--- src/rtl/rv_branch_pkg.sv ---
// rv_branch_pkg: branch condition codes, resolver FSM states and PC increment.
package rv_branch_pkg;
  localparam logic [2:0] F3_BEQ  = 3'b000;
  localparam logic [2:0] F3_BNE  = 3'b001;
  localparam logic [2:0] F3_BLT  = 3'b100;
  localparam logic [2:0] F3_BGE  = 3'b101;
  localparam logic [2:0] F3_BLTU = 3'b110;
  localparam logic [2:0] F3_BGEU = 3'b111;
  localparam logic [31:0] PC_INC = 32'd4;
  typedef enum logic {IDLE = 1'b0, FLUSH = 1'b1} state_t;
endpackage

--- src/rtl/branch_compare.sv ---
// branch_compare: conditional-branch direction from operands and func3.
module branch_compare
  import rv_branch_pkg::*;
(
  input  logic [31:0] a,
  input  logic [31:0] b,
  input  logic [2:0]  func3,
  output logic        taken
);
  assign taken = func3 == F3_BEQ  ? a == b :
                 func3 == F3_BNE  ? a != b :
                 func3 == F3_BLT  ? $signed(a) <  $signed(b) :
                 func3 == F3_BGE  ? $signed(a) >= $signed(b) :
                 func3 == F3_BLTU ? a <  b :
                 func3 == F3_BGEU ? a >= b : 1'b0;
endmodule

--- src/rtl/ex_branch_resolver.sv ---
// ex_branch_resolver: resolves EX control flow against the IF prediction, drives redirect/flush/predictor update.
module ex_branch_resolver
  import rv_branch_pkg::*;
#(
  parameter int GHR_W        = 4,
  parameter int FLUSH_CYCLES = 2,
  parameter int CNT_W        = 32
) (
  input  logic             clk,
  input  logic             rst,
  input  logic             valid_EX_in,
  input  logic             stall_EX_in,
  input  logic             branch_EX_in,
  input  logic             is_jal_EX_in,
  input  logic             is_jalr_EX_in,
  input  logic [2:0]       func3_EX_in,
  input  logic [31:0]      rs1_val_EX_in,
  input  logic [31:0]      rs2_val_EX_in,
  input  logic [31:0]      imm_EX_in,
  input  logic [31:0]      pc_EX_in,
  input  logic [31:0]      predicted_pc_EX_in,
  input  logic             prediction_valid_EX_in,
  input  logic [GHR_W-1:0] ghr_EX_in,
  output logic             redirect_valid,
  output logic [31:0]      redirect_pc,
  output logic             flush_IF_ID,
  output logic             flush_ID_EX,
  output logic             upd_valid,
  output logic [31:0]      upd_pc,
  output logic             upd_taken,
  output logic [31:0]      upd_target,
  output logic             upd_invalidate,
  output logic             ghr_restore_valid,
  output logic [GHR_W-1:0] ghr_restore_value,
  output logic [CNT_W-1:0] branch_count,
  output logic [CNT_W-1:0] mispredict_count
);
  state_t      state, state_n;
  logic [3:0]  cnt, cnt_n;
  logic        cond, resolve, is_ctrl, taken, mis, upd, ctrl_mis;
  logic [31:0] pc_seq, target, actual_next, pred_next;
  branch_compare u_cmp (
    .a     (rs1_val_EX_in),
    .b     (rs2_val_EX_in),
    .func3 (func3_EX_in),
    .taken (cond)
  );
  assign resolve     = valid_EX_in & ~stall_EX_in & (state == IDLE);
  assign is_ctrl     = branch_EX_in | is_jal_EX_in | is_jalr_EX_in;
  assign taken       = is_jal_EX_in | is_jalr_EX_in | (branch_EX_in & cond);
  assign pc_seq      = pc_EX_in + PC_INC;
  assign target      = is_jalr_EX_in ? (rs1_val_EX_in + imm_EX_in) & ~32'h1 : pc_EX_in + imm_EX_in;
  assign actual_next = taken ? target : pc_seq;
  assign pred_next   = prediction_valid_EX_in ? predicted_pc_EX_in : pc_seq;
  // A non-control instruction that hit in the BTB always needs a redirect and an invalidate.
  assign mis         = resolve & (is_ctrl ? actual_next != pred_next : prediction_valid_EX_in);
  assign upd         = resolve & (is_ctrl | prediction_valid_EX_in);
  assign ctrl_mis    = mis & is_ctrl;
  assign flush_IF_ID = state == FLUSH;
  assign flush_ID_EX = state == FLUSH;
  always_comb begin
    state_n = state;
    cnt_n   = cnt;
    if (state == IDLE) begin
      state_n = mis ? FLUSH : IDLE;
      cnt_n   = mis ? 4'(FLUSH_CYCLES - 1) : cnt;
    end else begin
      state_n = cnt == 4'd0 ? IDLE : FLUSH;
      cnt_n   = cnt == 4'd0 ? cnt : cnt - 4'd1;
    end
  end
  always_ff @(posedge clk or posedge rst) begin
    if (rst) begin
      state             <= IDLE;
      cnt               <= '0;
      redirect_valid    <= 1'b0;
      redirect_pc       <= '0;
      upd_valid         <= 1'b0;
      upd_pc            <= '0;
      upd_taken         <= 1'b0;
      upd_target        <= '0;
      upd_invalidate    <= 1'b0;
      ghr_restore_valid <= 1'b0;
      ghr_restore_value <= '0;
      branch_count      <= '0;
      mispredict_count  <= '0;
    end else begin
      state             <= state_n;
      cnt               <= cnt_n;
      redirect_valid    <= mis;
      redirect_pc       <= mis ? actual_next : '0;
      upd_valid         <= upd;
      upd_pc            <= upd ? pc_EX_in : '0;
      upd_taken         <= upd & taken;
      upd_target        <= upd ? actual_next : '0;
      upd_invalidate    <= resolve & ~is_ctrl & prediction_valid_EX_in;
      ghr_restore_valid <= ctrl_mis;
      ghr_restore_value <= !ctrl_mis ? '0 : branch_EX_in ? {ghr_EX_in[GHR_W-2:0], taken} : ghr_EX_in;
      if (resolve & is_ctrl & ~&branch_count)
        branch_count <= branch_count + 1'b1;
      if (mis & ~&mispredict_count)
        mispredict_count <= mispredict_count + 1'b1;
    end
  end
endmodule

--- config.mk ---
export PLATFORM = sky130hd
export DESIGN_NAME = ex_branch_resolver
export DESIGN_NICKNAME = d
export VERILOG_FILES = /design/src/rtl/rv_branch_pkg.sv /design/src/rtl/branch_compare.sv /design/src/rtl/ex_branch_resolver.sv
export SDC_FILE = /design/constraint.sdc
export NUM_CORES = 1
export LEC_CHECK = 0
export BUFFER_PORTS_ARGS = -buffer_cell sky130_fd_sc_hd__buf_4
export CAP_MARGIN = 10
export CORE_MARGIN = 4
export CORE_UTILIZATION = 50
export DETAILED_ROUTE_END_ITERATION = 7
export GPL_ROUTABILITY_DRIVEN = 0
export PLACE_DENSITY_LB_ADDON = 0.25
export SLEW_MARGIN = 20
export SYNTH_ARGS = -nofsm -noshare
export SYNTH_HDL_FRONTEND = slang
export SYNTH_SLANG_ARGS = --single-unit
--- constraint.sdc ---
create_clock -name clk -period 6.3 [get_ports clk]
set_input_delay 0.315 -clock clk [delete_from_list [all_inputs] [get_ports clk]]
set_output_delay 0.315 -clock clk [all_outputs]
set_load 0.05 [all_outputs]
==> results.yml, run 1 <==
run_status:
  status: "complete, no violations"
critical_path:
  endpoint: "cnt[1]$_DFFE_PP0P_"
  cp.arrival_ns: 5.28
  crit_family: "compound AO/OA/AOI/OAI gates"
  cp-start-kind: "input pin"
  startpoint: "rs1_val_EX_in[10]"
  ff2ff_setup_slack_ns: 3.08
  worst_path_max_delay_cell: "o31ai_1"
  cp.depth: 15
  worstPathMaxFanout: 37
  path_cells: "buf_4 -> ha_1 -> a21oi_2 -> o21bai_1 -> a22oi_1 -> a31oi_1 -> a2111o_1 -> and3_1 -> o31ai_1 -> xnor2_1 -> a2111o_1 -> o31ai_1 -> and4_1 -> or2b_2 -> a31o_2"
  reg2reg_depth: 12
  r2r_start: "branch_count[8]$_DFFE_PP0P_"
  path_buf_inv: 1
  required_ns: 6.65
  crit_type: "input pin to flop"
  crit_path_end_kind: "flop"
  r2r-end: "branch_count[31]$_DFFE_PP0P_"
  max_stage_delay_ns: 0.56
synthesis:
  synth_top_family_by_area: "simple AND/OR/NAND/NOR gates"
  synth_compound_area_frac: 0.164
  synth.yosys.warnings: 0
  yosys.area.top_type: "dfrtp_1"
  synth_edf_count: 0
  yosysSeqAreaShare: 0.325
  synthXorXnorAreaFrac: 0.125
  synth_area_um2: 13400
  synth.mux.area_fraction: 0.0335
  ys_ff_latch: 174
  synth_fa_ha_area_frac: 0.0936
  ys.flop_type: "dfrtp_1"
  yosys-top-cells-area: "dfrtp_1 33%, ha_1 9.1%, xnor2_1 6.4%"
  synthCells: 1560
  syn_area_per_cell_um2: 8.58
  synth-async-reset-ratio: 1.00
  synthSimpleGateAreaFrac: 0.217
  yosys.area.top_type_share: 0.325
  synth_cell_types: 80
  syn_nets: 1834
sta:
  finalCritPeriodShare: 0.782
  fin_skew_ns: 0.0160
  setup_viol: 0
  fin_crit_ns: 4.92
  slew_headroom: 0.366
  hold_viol: 0
  clock.fmax_ghz: 0.203
  whs_ns: 0.101
  setup_tns_ns: 0
  setup_slack_ns: 1.38
  grt_setup_unrepaired: "false"
  slew_violations: 0
  worst_slew_pin_slew_ns: 0.951
global_routing:
  grt_pass1_vias: 12674
  grtUsageTotal: 0.284
  grt_pass1_wl_mm: 66.3
  globalRouteOverflowTotal: 0
  antenna_found_initial: 3
  grt_max_degree: 100
detailed_routing:
  drt_iter0_drc: 1138
  vias: 13195
  first_pass_iters: 5
  post_drt_wl_per_cell_um: 19.3
  viasPerCell: 5.93
  drc_errors: 0
  route.met3.wl_mm: 3.47
  wl_met1_mm: 17.9
  antenna_left: 0
  dr_wl_met2_mm: 20.0
  routed_wl_mm: 43.0
  highest_layer: "met5"
finish:
  multi_input_area_um2: 8490
  nFillCells: 2248
  drive_gt1_frac: 0.219
  area_growth_pct: 25.4
  regArea_um2: 4350
  nets: 2150
floorplanning:
  start_util: 0.511
  core_um2: 26200
  ios: 346
  dieArea_um2: 29500
  die_h_um: 172
  num_rows: 59
  die_w_um: 172
clock_tree:
  cts_tree: "built"
  clk_pin_slew_ns: 0.08
  cts_resized: 0
  post_cts_buffers: 0
  cts.hold.buffers_added: 0
  htree_levels: 4
  insertion_delay_ns: 0.43
  cts_root_buf: "clkbuf_16"
  cts_buffer_depth: 2
  cts_sinks: 174
  numCtsBuffers: 17
job:
  cap_violations: 0
place:
  dp_hpwl_mm: 34.8
  port_buffers: 345
  dp_slack_ns: 1.02
min_path:
  holdCritPathClass: "input pin to asynchronous set/reset pin"
power:
  ir_worst_vdd_uv: 188
  p_per_area_nw_per_um2: 236
  power_w: 0.00396
  leakagePower_nw: 8.30
## worst min path at each step
stage | end | slack (ns) | cells past startpoint
6_report | branch_count[18]$_DFFE_PP0P_ | 0.10 | 2
5_1_grt | upd_pc[27]$_DFF_PP0_ | 0.12 | 2
4_1_cts | upd_pc[27]$_DFF_PP0_ | 0.12 | 2
3_5_place_dp | mispredict_count[15]$_DFFE_PP0P_ | 0.49 | 1
3_3_place_gp | branch_count[16]$_DFFE_PP0P_ | 0.48 | 1
2_1_floorplan | upd_pc[0]$_DFF_PP0_ | 0.44 | 1
## sequential cells by signal, indices dropped and copies added, names as in the netlist
name / cells
ghr_restore_valid: 1
redirect_valid: 1
upd_invalidate: 1
redirect_pc: 32
upd_valid: 1
branch_count: 32
mispredict_count: 32
flush_ID_EX: 1
upd_target: 32
cnt: 4
ghr_restore_value: 4
upd_taken: 1
upd_pc: 32
## cells in the final DEF (no fill, tap or decap), drive strengths merged, types with 6 or more instances in the layout
master	count
inv	81
and3	26
a21o	13
ha	97
mux2	7
nand4	40
nand2	133
nor3b	8
clkbuf	18
o31ai	10
nand2b	10
or4	6
xor2	93
nor4b	7
nand3b	6
o22ai	6
and2	38
or3	8
nor2	164
nor4	18
nor2b	6
and4	11
a31oi	11
a211oi	13
o21a	8
a311oi	11
clkinv	8
o211ai	17
buf	354
nand3	57
a21oi	98
xnor2	98
dfrtp	174
nor3	41
mux2i	37
o21ai	75
## metal layers
| layer | track usage | up-vias |
|---|---|---|
| li1 | - | 6230 |
| met1 | 0.378 | 6229 |
| met2 | 0.463 | 645 |
| met3 | 0.0430 | 89 |
| met4 | 0.121 | 2 |
| met5 | 0 | - |
## cell type report
cell class | instances | area share
tap | 335 | 0.0250
clock inverter | 14 | 0.00902
antenna | 2 | 0.000298
timing repair buffer | 354 | 0.158
sequential | 174 | 0.259
multi-input combinational | 1254 | 0.505
inverter | 75 | 0.0171
clock buffer | 18 | 0.0256
## cell usage after synthesis (17+ instances only)
| master | count |
|---|---|
| nor4_1 | 18 |
| nand2_1 | 133 |
| mux2i_1 | 37 |
| ha_1 | 97 |
| xnor2_1 | 98 |
| and3_1 | 26 |
| nand4_1 | 39 |
| clkbuf_1 | 34 |
| inv_1 | 75 |
| nor3_1 | 41 |
| o211ai_1 | 17 |
| and2_1 | 37 |
| dfrtp_1 | 174 |
| o21ai_0 | 72 |
| xor2_1 | 93 |
| nor2_1 | 164 |
| a21oi_1 | 94 |
| nand3_1 | 57 |
## cells by family after synthesis
kind of cell	Yosys count
mux	44
compound gates	332
xor+xnor	191
buf+inv	132
fa+ha+maj	99
flops	174
simple gates	588
## where the power goes
part / internal, W / switching (W) / leakage, nW
logic: 0.000568 / 0.00105 / 5.65
registers: 0.00122 / 0.0000815 / 2.37
clock network: 0.000531 / 0.000506 / 0.285
## metrics by stage
step | utilization | cell area [um^2] | cells
3_5_place_dp | 0.618 | 16200 | 2192
6_report | 0.641 | 16800 | 2226
5_1_grt | 0.641 | 16800 | 2226
4_1_cts | 0.640 | 16800 | 2224
3_3_place_gp | 0.618 | 16200 | 2192
2_1_floorplan | - | 13400 | 1560
Note: power is estimated with default switching activity, not from simulation.
==> inputs of run 2 (changes only) <==
==> constraint.sdc (replaced) <==
create_clock -name clk -period 5.1 [get_ports clk]
set_input_delay 0.255 -clock clk [delete_from_list [all_inputs] [get_ports clk]]
set_output_delay 0.255 -clock clk [all_outputs]
set_load 0.05 [all_outputs]
==> results.yml, run 2 (synthesis gave the netlist of run 1 again) <==
run_status:
  status: "complete, no violations"
sta:
  fin_crit_ns: 4.68
  whs_ns: 0.0751
  worst_slew_pin_slew_ns: 0.909
  setup_slack_ns: 0.424
  slew_headroom: 0.393
  setup_tns_ns: 0
  hold_viol: 0
  slew_violations: 0
  fin_skew_ns: 0.0176
  setup_viol: 0
  grt_setup_unrepaired: "false"
  clock.fmax_ghz: 0.214
  finalCritPeriodShare: 0.917
power:
  power_switching_share: 0.415
  p_per_area_nw_per_um2: 293
  power.share.combinational: 0.408
  seq_power_share: 0.324
  power.internal_w: 0.00291
  power_switching_w: 0.00206
  ir_worst_vdd_uv: 274
  clkPwrFrac: 0.268
  leakagePower_nw: 8.42
floorplanning:
  die_h_um: 172
  num_rows: 59
  core_um2: 26200
  ios: 346
  start_util: 0.511
  die_w_um: 172
  dieArea_um2: 29500
min_path:
  holdCritPathClass: "input pin to flop"
critical_path:
  crit_family: "compound AO/OA/AOI/OAI gates"
  worstPathMaxFanout: 37
  cp_common_cell: "buf_12"
  path_cells: "buf_4 -> ha_1 -> fa_1 -> a211oi_1 -> o2111ai_2 -> a31oi_4 -> o22ai_2 -> a21oi_2 -> nor4_1 -> or4_1 -> or3_1 -> a2111o_1 -> o31ai_1 -> and4_1 -> buf_12 -> or2b_2 -> buf_12 -> a31o_2"
  crit_path_end_kind: "flop"
  cp-start-kind: "input pin"
  worst_path_max_delay_cell: "or4_1"
  required_ns: 5.46
  crit_type: "input pin to flop"
  path_buf_inv: 3
  max_stage_delay_ns: 0.55
  cp.arrival_ns: 5.04
  ff2ff_setup_slack_ns: 1.93
global_routing:
  grt_pass1_wl_mm: 66.3
  antenna_found_initial: 3
  grt_pass1_vias: 12635
  grtUsageTotal: 0.284
  globalRouteOverflowTotal: 0
  grt_max_degree: 71
clock_tree:
  cts_sinks: 174
  cts_resized: 0
  insertion_delay_ns: 0.43
  numCtsBuffers: 17
  cts_root_buf: "clkbuf_16"
  htree_levels: 4
  cts_buffer_depth: 2
  clk_pin_slew_ns: 0.08
  cts_tree: "built"
finish:
  drive_gt1_frac: 0.228
  layout_commonest_cell: "buf_4"
  layout_common_cells: "372 x buf_4, 174 x dfrtp_1, 164 x nor2_1"
  nets: 2171
  area_growth_pct: 26.9
job:
  cap_violations: 0
detailed_routing:
  routed_wl_mm: 43.4
  vias: 13197
  first_pass_iters: 5
  drc_errors: 0
  viasPerCell: 5.87
  drt_iter0_drc: 1123
  antenna_left: 0
  post_drt_wl_per_cell_um: 19.3
place:
  dp_hpwl_mm: 35.1
  port_buffers: 345
  dp_slack_ns: 0.0640
==> run 2: cell count changes in the layout (fill, tap and decap cells not counted) <==
cell | before | now
inv_8 | 4 | 5
clkinv_2 | 1 | 0
buf_12 | 0 | 2
clkinv_4 | 4 | 2
clkinv_8 | 3 | 4
clkbuf_8 | 0 | 1
clkbuf_1 | 1 | 0
dlygate4sd3_1 | 0 | 1
inv_6 | 3 | 4
buf_4 | 354 | 372
==> run 2: worst paths after layout <==
check                                            startpoint                          endpoint  cells after the start
max reg2reg                     branch_count[8]$_DFFE_PP0P_      branch_count[31]$_DFFE_PP0P_                     12
min in group asynchronous                               rst      branch_count[13]$_DFFE_PP0P_                      3
min                                            pc_EX_in[27]              upd_pc[27]$_DFF_PP0_                      2
max in group asynchronous                               rst               upd_pc[5]$_DFF_PP0_                      4
min reg2reg                mispredict_count[24]$_DFFE_PP0P_  mispredict_count[24]$_DFFE_PP0P_                      1
max                                            imm_EX_in[0]                cnt[1]$_DFFE_PP0P_                     18
==> run 2: worst reg2reg max path, cell delays in order (launching register included) <==
cell and delay, ns:
dfrtp_1 0.45, and4_1 0.25, and3_1 0.22, and4_1 0.24
nand3_1 0.11, nor2_1 0.07, and2_1 0.21, a21oi_1 0.34
nand3_1 0.16, nor2_1 0.50, nand2_1 0.22, nor2_1 0.15
xor2_1 0.15
==> run 2: power by group through the flow <==
| stage | clock network (W) | logic [W] | registers, W |
|---|---|---|---|
| 6_report | 0.00133 | 0.00203 | 0.00161 |
| 5_1_grt | 0.00142 | 0.00219 | 0.00163 |
| 4_1_cts | 0.00135 | 0.00202 | 0.00161 |
| 3_5_place_dp | 0 | 0.00201 | 0.00164 |
| 3_3_place_gp | 0 | 0.00197 | 0.00164 |
| 2_1_floorplan | 0 | 0.000932 | 0.00204 |
==> run 2: routing by layer <==
metal | wire length, um | vias to the layer above | GRT usage | share of wire
li1 | - | 6274 | - | -
met1 | 17900 | 6189 | 0.372 | 0.41
met2 | 20200 | 635 | 0.473 | 0.47
met3 | 3490 | 97 | 0.0467 | 0.080
met4 | 1750 | 2 | 0.104 | 0.040
met5 | 5 | - | 0 | 0.00012
==> run 2: stage by stage <==
step	cells	util	power, W	cell area (um^2)
after floorplan	1560	-	0.00297	13400
after global placement	2212	0.625	0.00361	16400
after detailed placement	2212	0.625	0.00365	16400
after CTS	2245	0.648	0.00498	17000
after global routing	2247	0.649	0.00523	17000
final	2247	0.649	0.00498	17000
==> run 2: area by class of cell <==
class	instances	area (um^2)
diodes	2	5.00
clock buffers	18	439
clock inverters	14	165
fillers	2159	9210
inverters	75	287
multi-input cells	1254	8490
flip-flops and latches	174	4350
well taps	335	419
repair buffers	375	2840
==> run 2: timing repair <==
item                      CTS  global route
setup buffers               0             0
hold buffers                1             0
hold endpoints to repair   55             0
